### src/rtl/if_id_queue_pkg.sv
// Shared RV32 front-end defines and the IF->ID queue operation type.
// Macros are guarded so an existing shared defines file takes precedence.
`ifndef RV32_ADDR_WIDTH
`define RV32_ADDR_WIDTH 32
`endif
`ifndef RV32_INST_WIDTH
`define RV32_INST_WIDTH 32
`endif
`ifndef INST_NOP
`define INST_NOP 32'h0000_0013
`endif
`ifndef RST_INST_ADDR
`define RST_INST_ADDR 32'h8000_0000
`endif
`ifndef FLUSH_ENABLE
`define FLUSH_ENABLE 1'b1
`endif
`ifndef FLUSH_DISABLE
`define FLUSH_DISABLE 1'b0
`endif
`ifndef IF_ID_QUEUE_DEPTH
`define IF_ID_QUEUE_DEPTH 2
`endif

package if_id_queue_pkg;

    typedef enum logic [1:0] {
        Q_IDLE     = 2'b00,
        Q_POP      = 2'b01,
        Q_PUSH     = 2'b10,
        Q_PUSH_POP = 2'b11
    } q_op_e;

    function automatic q_op_e decode_op(input logic push, input logic pop);
        return q_op_e'({push, pop});
    endfunction

endpackage

### src/rtl/if_id_queue_mem.sv
// DEPTH x WIDTH register array: one synchronous write port, one
// asynchronous read port, no reset on the storage.
module if_id_queue_mem #(
    parameter int unsigned DEPTH = 2,
    parameter int unsigned WIDTH = 64
) (
    input  logic                     clk,
    input  logic                     we,
    input  logic [$clog2(DEPTH)-1:0] waddr,
    input  logic [WIDTH-1:0]         wdata,
    input  logic [$clog2(DEPTH)-1:0] raddr,
    output logic [WIDTH-1:0]         rdata
);

    logic [WIDTH-1:0] mem [DEPTH];

    always_ff @(posedge clk) begin
        if (we) begin
            mem[waddr] <= wdata;
        end
    end

    assign rdata = mem[raddr];

endmodule

### src/rtl/if_id_queue.sv
// IF->ID circular queue with valid/ready on both sides, flush and stall.
// Optional same-cycle bypass when empty: define IF_ID_QUEUE_BYPASS_EN.
module if_id_queue
    import if_id_queue_pkg::*;
#(
    parameter int unsigned               ADDR_WIDTH = `RV32_ADDR_WIDTH,
    parameter int unsigned               INST_WIDTH = `RV32_INST_WIDTH,
    parameter int unsigned               DEPTH      = `IF_ID_QUEUE_DEPTH,
    parameter logic [ADDR_WIDTH-1:0]     RST_ADDR   = `RST_INST_ADDR
) (
    input  logic                     clk,
    input  logic                     rst_n,
    input  logic                     pipeline_flush_i,
    input  logic                     in_valid_i,
    output logic                     in_ready_o,
    input  logic [ADDR_WIDTH-1:0]    inst_addr_i,
    input  logic [INST_WIDTH-1:0]    inst_i,
    output logic                     out_valid_o,
    input  logic                     out_ready_i,
    output logic [ADDR_WIDTH-1:0]    inst_addr_o,
    output logic [INST_WIDTH-1:0]    inst_o,
    output logic [$clog2(DEPTH):0]   count_o
);

    localparam int unsigned AW = $clog2(DEPTH);
    localparam int unsigned CW = AW + 1;
    localparam int unsigned EW = ADDR_WIDTH + INST_WIDTH;
    localparam logic [CW-1:0] FULL_CNT = CW'(DEPTH);

    logic [AW-1:0] wptr, rptr;
    logic [CW-1:0] count;
    logic          empty, full, bypass, push, pop;
    logic [EW-1:0] rd_data;
    q_op_e         op;

    assign empty = (count == '0);
    assign full  = (count == FULL_CNT);

`ifdef IF_ID_QUEUE_BYPASS_EN
    assign bypass = empty && in_valid_i && !pipeline_flush_i;
`else
    assign bypass = 1'b0;
`endif

    assign in_ready_o  = !full && !pipeline_flush_i;
    assign out_valid_o = (!empty && !pipeline_flush_i) || bypass;
    // A bypassed entry consumed in the same cycle never touches storage.
    assign push = in_valid_i && in_ready_o && !(bypass && out_ready_i);
    assign pop  = out_valid_o && out_ready_i && !empty;
    assign op   = decode_op(push, pop);

    always_comb begin
        inst_addr_o = RST_ADDR;
        inst_o      = INST_WIDTH'(`INST_NOP);
        if (bypass) begin
            inst_addr_o = inst_addr_i;
            inst_o      = inst_i;
        end else if (out_valid_o) begin
            inst_addr_o = rd_data[EW-1:INST_WIDTH];
            inst_o      = rd_data[INST_WIDTH-1:0];
        end
    end

    always_ff @(posedge clk or negedge rst_n) begin
        if (!rst_n) begin
            wptr  <= '0;
            rptr  <= '0;
            count <= '0;
        end else if (pipeline_flush_i) begin
            wptr  <= '0;
            rptr  <= '0;
            count <= '0;
        end else begin
            case (op)
                Q_PUSH: begin
                    wptr  <= wptr + AW'(1);
                    count <= count + CW'(1);
                end
                Q_POP: begin
                    rptr  <= rptr + AW'(1);
                    count <= count - CW'(1);
                end
                Q_PUSH_POP: begin
                    wptr <= wptr + AW'(1);
                    rptr <= rptr + AW'(1);
                end
                default: ;
            endcase
        end
    end

    assign count_o = count;

    if_id_queue_mem #(
        .DEPTH (DEPTH),
        .WIDTH (EW)
    ) u_mem (
        .clk   (clk),
        .we    (push),
        .waddr (wptr),
        .wdata ({inst_addr_i, inst_i}),
        .raddr (rptr),
        .rdata (rd_data)
    );

endmodule

### config.mk
export PLATFORM = sky130hd
export DESIGN_NAME = if_id_queue
export DESIGN_NICKNAME = d
export VERILOG_FILES = /design/src/rtl/if_id_queue_pkg.sv /design/src/rtl/if_id_queue_mem.sv /design/src/rtl/if_id_queue.sv
export SDC_FILE = /design/constraint.sdc
export NUM_CORES = 1
export LEC_CHECK = 0
export CORE_ASPECT_RATIO = 0.75
export CORE_UTILIZATION = 45
export CTS_CLUSTER_DIAMETER = 60
export DETAILED_ROUTE_END_ITERATION = 12
export PLACE_DENSITY_LB_ADDON = 0.15
export SETUP_SLACK_MARGIN = 0.2
export SLEW_MARGIN = 20
export SYNTH_ARGS = -nofsm -noshare
export SYNTH_HDL_FRONTEND = slang
export SYNTH_SLANG_ARGS = --single-unit
### constraint.sdc
create_clock -name clk -period 20.9 [get_ports clk]
set_input_delay 4.18 -clock clk [delete_from_list [all_inputs] [get_ports clk]]
set_output_delay 4.18 -clock clk [all_outputs]
set_load 0.02 [all_outputs]
==> Word-level counts from Yosys, hierarchy flattened <==
Memories as Yosys holds them, arrays and structs flattened.
Index checks and enable logic that the tools add are counted.
{ "totals": {"out_inout_bits": 68, "reg_bits": 4, "inputBits": 69, "memories": 1, "elab_cells": 36, "mem_bits_rw": 128} }
{ "classes": {"addsub": 4, "n_reduce_logical": 14, "muxes": 10, "eq_ne": 4} }
{ "memory_table": {"columns": ["memory", "words", "word_bits", "read_ports", "rd_ports_with_merged_regs", "wr", "line_no", "text"], "rows": [
  ["u_mem.mem", 2, 64, 1, 0, 1, "if_id_queue_mem.sv:15", "logic [WIDTH-1:0] mem [DEPTH];"]
]} }
{ "ops": {"columns": ["cell", "count"], "rows": [
  ["32-bit 2-to-1 mux", 2],
  ["2-bit equality test, second input constant", 3],
  ["1-bit 2-to-1 mux", 6],
  ["1-bit logical AND", 5],
  ["2-bit case mux with 2 select lines", 1],
  ["2-bit nonzero test", 2],
  ["2-bit OR reduction", 2],
  ["1-bit zero test", 3],
  ["3-bit nonzero test", 1],
  ["1-bit adder, second input constant", 2],
  ["2-bit by 1-bit adder with 2-bit output, second input constant", 1],
  ["2-bit by 1-bit equality test with 1-bit output, second input constant", 1],
  ["2-bit zero test", 1],
  ["2-bit 2-to-1 mux", 1],
  ["2-bit by 1-bit subtractor with 2-bit output, second input constant", 1]
]} }

==> Logic depth before layout (Yosys ltp) <==
{ "logic_depth": {"depth_word": 9, "ltp_mapped": 5, "ltp_nobuf": 4} }

==> Cells and area by module <==
From an unflattened synthesis, not the netlist that was laid out.
{ "unflattened": {"cells_unflattened": 299, "area_unflattened_um2": 5604.1} }
{ "by_module_without_submodules": {"columns": ["mod", "cells_per_inst", "area_each_um2", "instances"], "rows": [
  ["if_id_queue_mem", 201, 4933.5, 1],
  ["if_id_queue", 98, 670.6, 1]
]} }

==> Least setup slack after synthesis <==
Ideal clock, no wire load.
{ "synth_timing": {"path_kind": "input to register", "start": "input pipeline_flush_i", "end": "memory u_mem.mem[0][0], enable pin", "required_time_ps": 20255, "stages": 1, "arrival_time_ps": 10417, "slack_ps": 9838, "setup_time_ps": 645, "path_cell_list": "nor4_1"} }
{ "synth_between": {"elab_chain_cells": 5} }
{ "synth_lines": {"columns": ["item", "line_no", "text"], "rows": [
  ["start, declared", "if_id_queue.sv:13", "input logic pipeline_flush_i,"],
  ["1-bit zero test", "if_id_queue.sv:45", "assign in_ready_o = !full && !pipeline_flush_i;"],
  ["1-bit logical AND", "if_id_queue.sv:45", null],
  ["1-bit logical AND", "if_id_queue.sv:48", "assign push = in_valid_i && in_ready_o && !(bypass && out_ready_i);"],
  ["1-bit 2-to-1 mux", "if_id_queue_mem.sv:18", "if (we) begin"],
  ["1-bit 2-to-1 mux (not written as such)", "if_id_queue_mem.sv:19", "mem[waddr] <= wdata;"],
  ["end, declared", "if_id_queue_mem.sv:15", null]
]} }
No other way between the ends.

==> Worst setup path after layout <==
{ "layout_timing": {"start": "input pipeline_flush_i", "end": "output inst_addr_o[31]"} }
{ "layout_between": {"elab_chain_cells": 3} }
{ "layout_lines": {"columns": ["item", "line_no", "text"], "rows": [
  ["1-bit zero test", "if_id_queue.sv:46", "assign out_valid_o = (!empty && !pipeline_flush_i) || bypass;"],
  ["1-bit logical AND", "if_id_queue.sv:46", null],
  ["32-bit 2-to-1 mux", "if_id_queue.sv:58", "end else if (out_valid_o) begin"],
  ["end, declared", "if_id_queue.sv:20", "output logic [ADDR_WIDTH-1:0] inst_addr_o,"]
]} }
No other way between the ends.

==> results_dict.tcl <==
set metrics [dict create \
    seq_area_sq_um 3948 \
    core_sq_um 10940 \
    path_class "input port to output pin" \
    cp-end-kind "output pin" \
    cp-start-kind "input port" \
    routed_wl_um 9654 \
    r2r-start "count_o[1]" \
    grt_pass1_wl_um 15410 \
    crit_start "pipeline_flush_i" \
    slew-limit-headroom 0.4987 \
    rr_worst_depth 4 \
    clock-root-buffer "clkbuf_16" \
    hpwl_um 5958 \
    syn2layout_area_growth_pct 41.34 \
    max_cap_viol_count 0 \
    min_to "wptr" \
    synth_xor_area_frac 0.001725 \
    gp_congestion 0.6893 \
    fin_crit_sh 0.5043 \
    peakVddDrop_mv 0.05250 \
    ios 137 \
    setup-tns-final_ps 0 \
    synth.avg_cell_area_sq_um 17.09 \
    hold_depth 2 \
    clockBufferDepth 2 \
    synthCells 297 \
    dieArea_sq_um 11710 \
    fin_nets 511 \
    powerDensity_nw_per_um2 93.72 \
    grtUsageTotal 0.1785 \
    ys_warn_count 0 \
    diodes 0 \
    route.detailed.drc 0 \
    port_buffers 136 \
    synthAdderAreaFrac 0 \
    hold_ws_ps 596.9 \
    start_util 0.4639 \
    die_w_um 124.6 \
    postCtsHoldBufs 0 \
    setup_slack_ps 10360 \
    synth-compound-area-share 0.008874 \
    cts_tree "built" \
    met2_usage 0.2749 \
    critPathArrivalTime_ps 6360 \
    gr-total-overflow 0 \
    hold_viol 0 \
    worst_pin_slew_ps 752.0 \
    ys_ff_latch 132 \
    status "completed" \
    grt_max_degree 62 \
    rsz0062_at_grt "false" \
    layout_min_cycle_time_ps 10540 \
    die_h_um 93.98 \
    cts_buffers 17 \
    rrSetupSlack_ps 18520 \
    synth_nets 366 \
    slew_viol_final 0 \
    postCtsSetupBuffers 0 \
    timing.fmax_mhz 94.87 \
    clk_pin_slew_ps 50 \
    grt_pass1_vias 3075 \
    clock_latency_ps 410 \
    crit_path_max_fanout 61 \
    grt.busiest_layer "met2" \
    post_cts_resized 0 \
    ys_types 22 \
    synth_top_family_by_area "multiplexers" \
    finalSetupViolations 0 \
    synth_seq_area_share 0.7769 \
    htree_levels 4 \
    holdCritPathClass "flop to flop" \
    p_leak_nw 2.392 \
    syn_area_sq_um 5076 \
    viasPerCell 4.933 \
    skew_ps 10.46 \
    antenna_found_initial 0 \
    clock-sinks 132 \
    ant_nets 0 \
    dp_worst_setup_slack_ps 10270 \
    fin_total_pwr_mw 0.6724 \
    worstReg2RegEnd "u_mem.mem[1][27]" \
    yosys.area_share.simple 0.06014 \
    cp.required_ps 16720 \
    multiInputGateArea_sq_um 1020 \
    routedWlPerCell_um 16.23 \
    rows 33 \
    met3_usage 0.06891 \
    num_vias 2935 \
    drive_gt1_frac 0.08132 \
    filler_cell_count 792 \
    placed_cells 563 \
    muxShareOfSynthArea 0.1282 \
    dr.pass1.iters 4 \
    use_met1 0.2245 \
    instances_no_fill 595 \
    hp-start "wptr" \
    drt-initial-drc-count 135 \
]
[metal layers]
layer  part of all wire  routed length (um)  vias to the layer above
li1                   -                   -                     1399
met1               0.47                4530                     1407
met2               0.45                4304                      114
met3              0.071                 683                       15
met4              0.014                 136                        0
met5                  0                   0                        -
[worst max path at each step]
| stage | slack, ps | cells after the start | to |
|---|---|---|---|
| 2_1_floorplan | 9840 | 1 | u_mem.mem[0][0] |
| 3_3_place_gp | 9950 | 5 | inst_o[0] |
| 3_5_place_dp | 10270 | 5 | inst_addr_o[31] |
| 4_1_cts | 10260 | 5 | inst_addr_o[31] |
| 5_1_grt | 10150 | 5 | inst_addr_o[31] |
| 6_report | 10360 | 5 | inst_addr_o[31] |
[critical path, cell delays in order]
cell	delay (ps)
clkdlybuf4s50_1	600
or2_4	620
inv_1	220
nand2_1	110
clkdlybuf4s50_1	610
[where the power goes]
part           switching [mW]  leakage [nW]  internal (mW)
registers             0.00519          1.23          0.301
clock network           0.105         0.297          0.198
logic                  0.0300         0.869         0.0325
[metrics by stage]
step           area (sq um)    util
4_1_cts                7174  0.6557
5_1_grt                7174  0.6557
3_5_place_dp           6561  0.5997
6_report               7174  0.6557
3_3_place_gp           6531  0.5969
2_1_floorplan          5076       -
[layout by cell type (no fill, tap or decap), drive strengths merged]
master	count
a21oi	4
and3	1
and3b	1
buf	4
bufinv	4
clkbuf	17
clkdlybuf4s50	136
clkinv	9
clkinvlp	1
dfrtp	4
edfxtp	128
inv	3
mux2i	65
nand2	4
nor2	63
nor2b	1
nor3b	1
nor4	1
o211ai	1
o21ai	2
o21bai	1
or2	2
or3	1
xor2	1
[cells by family after synthesis]
family	Yosys count
XOR/XNOR	1
AND/OR/NAND/NOR	75
AO/OA/AOI/OAI	8
multiplexers	65
buffers and inverters	16
flip-flops	132
[synth_stat cells (all sizes together)]
master / number / area, sq um
and3: 1 / 6.260
a21oi: 4 / 20.02
nor3b: 1 / 7.510
nor4: 1 / 6.260
inv: 2 / 7.510
or2: 2 / 12.52
xor2: 1 / 8.760
buf: 14 / 115.1
and3b: 1 / 8.760
nor2: 63 / 236.5
o21ai: 2 / 10.01
dfrtp: 4 / 100.1
nand2: 4 / 15.01
mux2i: 65 / 650.6
o211ai: 1 / 7.510
nor2b: 1 / 6.260
edfxtp: 128 / 3844
or3: 1 / 6.260
o21bai: 1 / 7.510
[state kept, by name (all words and copies together), names as in the netlist]
register   cells
count_o        2
rptr           1
u_mem.mem    128
wptr           1
[layout make-up]
type                    count  share of cell area
clock inverters            15             0.02616
flip-flops and latches    132              0.5502
inverters                   2            0.001046
multi-input cells         149              0.1421
clock buffers              17             0.05930
repair buffers            140              0.1967
well taps                 140             0.02442
Note: power is estimated with default switching activity, not from simulation.
==> RTL edit: new RTL, same flow settings <==
Add a define of `IF_ID_QUEUE_BYPASS_EN`.
--- a/src/rtl/if_id_queue.sv
+++ b/src/rtl/if_id_queue.sv
@@ -2,2 +2,4 @@
 // Optional same-cycle bypass when empty: define IF_ID_QUEUE_BYPASS_EN.
+`define IF_ID_QUEUE_BYPASS_EN
+
 module if_id_queue
Check against the original RTL: not equivalent (a bounded check fails within 4 cycles, from zero or initial values and one cycle with rst_n low).
==> RTL edit against the unedited design <==
Routed wire length increased by 17%. Synthesized cell count is 25% higher. Area after synthesis grew 9.8%. Setup slack got worse by 0.45 ns. Critical path type unchanged. Sequential cell count stayed put. Final cell count is 15% higher. Cell area increased by 5.5%. Hold slack gained 0.085 ns. Largest cell class unchanged. Total power fell by 4.6%. Count of clock-buffer cells in the layout stayed put. Combinational power up 21%.
==> RTL edit: results (changes against the unedited design) <==
r2r_setup_slack_ns: 18.33  # -0.19 ns
timing.rr.end: "u_mem.mem[1][59]"
port-buffer-count: 136  # unchanged
cts_buffers: 17  # unchanged
largest_register: "u_mem.mem"
finClkSkew_ns: 0.009511  # -0.0009531 ns
synth.area.top_cells: "edfxtp_1 69%, mux2i_1 11%, nand2_1 4.0%, o21ai_2 2.5%, o21ai_0 2.3%"
hold_end: "wptr"
cts_root_buf: "clkbuf_16"
synth_common_cells: "128 x edfxtp_1, 64 x mux2i_1, 60 x nand2_1"
antenna_found_initial: 0  # unchanged
tightest_slew_ns: 0.8434  # +0.09145 ns
grt_util_all_layers_pct: 18.60  # +0.74 points
status: "completed"
cts_setup_buffers: 0  # unchanged
syn-num-nets: 440  # +20%
dpl_worst_slack_ns: 9.890  # -0.3845 ns
grt_pass1_wl_mm: 17.48  # +13%
htreeDepth: 4  # unchanged
via_per_inst: 4.982  # +1.0%
yosysSeqAreaShare_pct: 70.75  # -6.9 points
path_clk_slew_ns: 0.06
worstReg2RegStart: "count_o[1]"
place_congestion: 0.7680  # +11%
worstHoldPathType: "flop to flop"
ff2ff_path_depth: 4  # unchanged
clockBufferDepth: 2  # unchanged
grt_pass1_vias: 3415  # +11%
dpl.hpwl_mm: 6.760  # +13%
antennaDiodeCount: 0  # unchanged
synth_warnings: 0  # unchanged
synth_edf_count: 128  # unchanged
post_cts_resized: 0  # unchanged
fin_nets: 578  # +13%
vdd_drop_max_mv: 0.07516  # +43%
drt_iter0_markers: 217  # +61%
avgRoutedWirePerCell_um: 16.50  # +1.7%
synthArstFlopShare_pct: 3.030  # unchanged
drive_gt1_share_pct: 11.30  # +3.2 points
hp-start: "wptr"
hold_depth: 2  # unchanged
synth_flop_cell: "edfxtp_1"
p_leak_nw: 2.428  # +1.5%
crit_arrival_ns: 6.81  # +0.45 ns
grt_max_degree: 66  # +6.5%
largest_reg_flops: 128  # unchanged
insertion_delay_ns: 0.41  # about the same
yosysUniqueCellTypes: 31  # +41%
drtPass1Iterations: 4  # unchanged
cp_max_fo: 35  # -43%
fmax_mhz: 90.98  # -4.1%
[RTL edit: cell types whose count changed after synthesis, moves of 3 or more]
cell / change
nand2_1: +56
nor2_1: -56
o21ai_0: +24
o21ai_1: +20
o21ai_2: +16
a2bb2oi_1: +4
buf_6: +4
buf_2: +3
[RTL edit: critical path, stage by stage]
cell and delay (ns):
clkdlybuf4s50_1 0.79, or2_2 0.66, buf_4 0.47, o21ai_1 0.13, clkdlybuf4s50_1 0.55
[RTL edit: layout make-up]
type | instances | area (um2)
tap | 162 | 202.7
timing repair buffer | 141 | 1419
fill | 905 | 4255
inverter | 1 | 3.754
sequential | 132 | 3948
multi-input combinational | 216 | 1463
clock inverter | 15 | 110.1
clock buffer | 17 | 425.4
[RTL edit: report_power, final]
| part | total [W] | switching [W] | internal [W] |
|---|---|---|---|
| combinational | 0.0000754 | 0.0000385 | 0.0000369 |
| clock | 0.000263 | 0.000112 | 0.000152 |
| sequential | 0.000303 | 0.00000399 | 0.000299 |
[RTL edit: cells by family (layout without fill, tap and decap cells)]
| group | Yosys count | count (layout) | synth area share (%) |
|---|---|---|---|
| AND/OR/NAND/NOR | 78 | 78 | 6.218 |
| XOR/XNOR | 1 | 1 | 0.1572 |
| multiplexers | 65 | 65 | 11.69 |
| AO/OA/AOI/OAI | 72 | 72 | 7.969 |
| flip-flops | 132 | 132 | 70.75 |
| buffers and inverters | 23 | 174 | 3.210 |
[RTL edit: routing by layer]
metal | GRT usage, % | routed length (um)
met5 | 0 | 0
met1 | 26.31 | 5464
met3 | 5.205 | 660
met4 | 7.604 | 119
met2 | 27.02 | 5042
[RTL edit: metrics by stage]
| step | hold slack, ns | power, W | utilization [%] | cell area, um2 | std cells |
|---|---|---|---|---|---|
| floorplan | 0.6116 | 0.0003464 | - | 5574 | 371 |
| global placement | 0.6456 | 0.0003822 | 59.26 | 7008 | 651 |
| detailed placement | 0.6754 | 0.0003835 | 59.26 | 7008 | 651 |
| CTS | 0.6868 | 0.0006463 | 63.79 | 7543 | 683 |
| global route | 0.7190 | 0.0006635 | 64.02 | 7571 | 684 |
| finish | 0.6824 | 0.0006415 | 64.02 | 7571 | 684 |
[RTL edit: how the worst max path moves through the flow]
| stage | start | endpoint | cells past startpoint |
|---|---|---|---|
| 4_1_cts | pipeline_flush_i | inst_addr_o[30] | 5 |
| 3_5_place_dp | pipeline_flush_i | inst_addr_o[30] | 5 |
| 6_report | pipeline_flush_i | inst_addr_o[30] | 5 |
| 2_1_floorplan | pipeline_flush_i | u_mem.mem[1][0] | 2 |
| 5_1_grt | pipeline_flush_i | inst_addr_o[30] | 5 |
| 3_3_place_gp | pipeline_flush_i | inst_addr_o[21] | 5 |
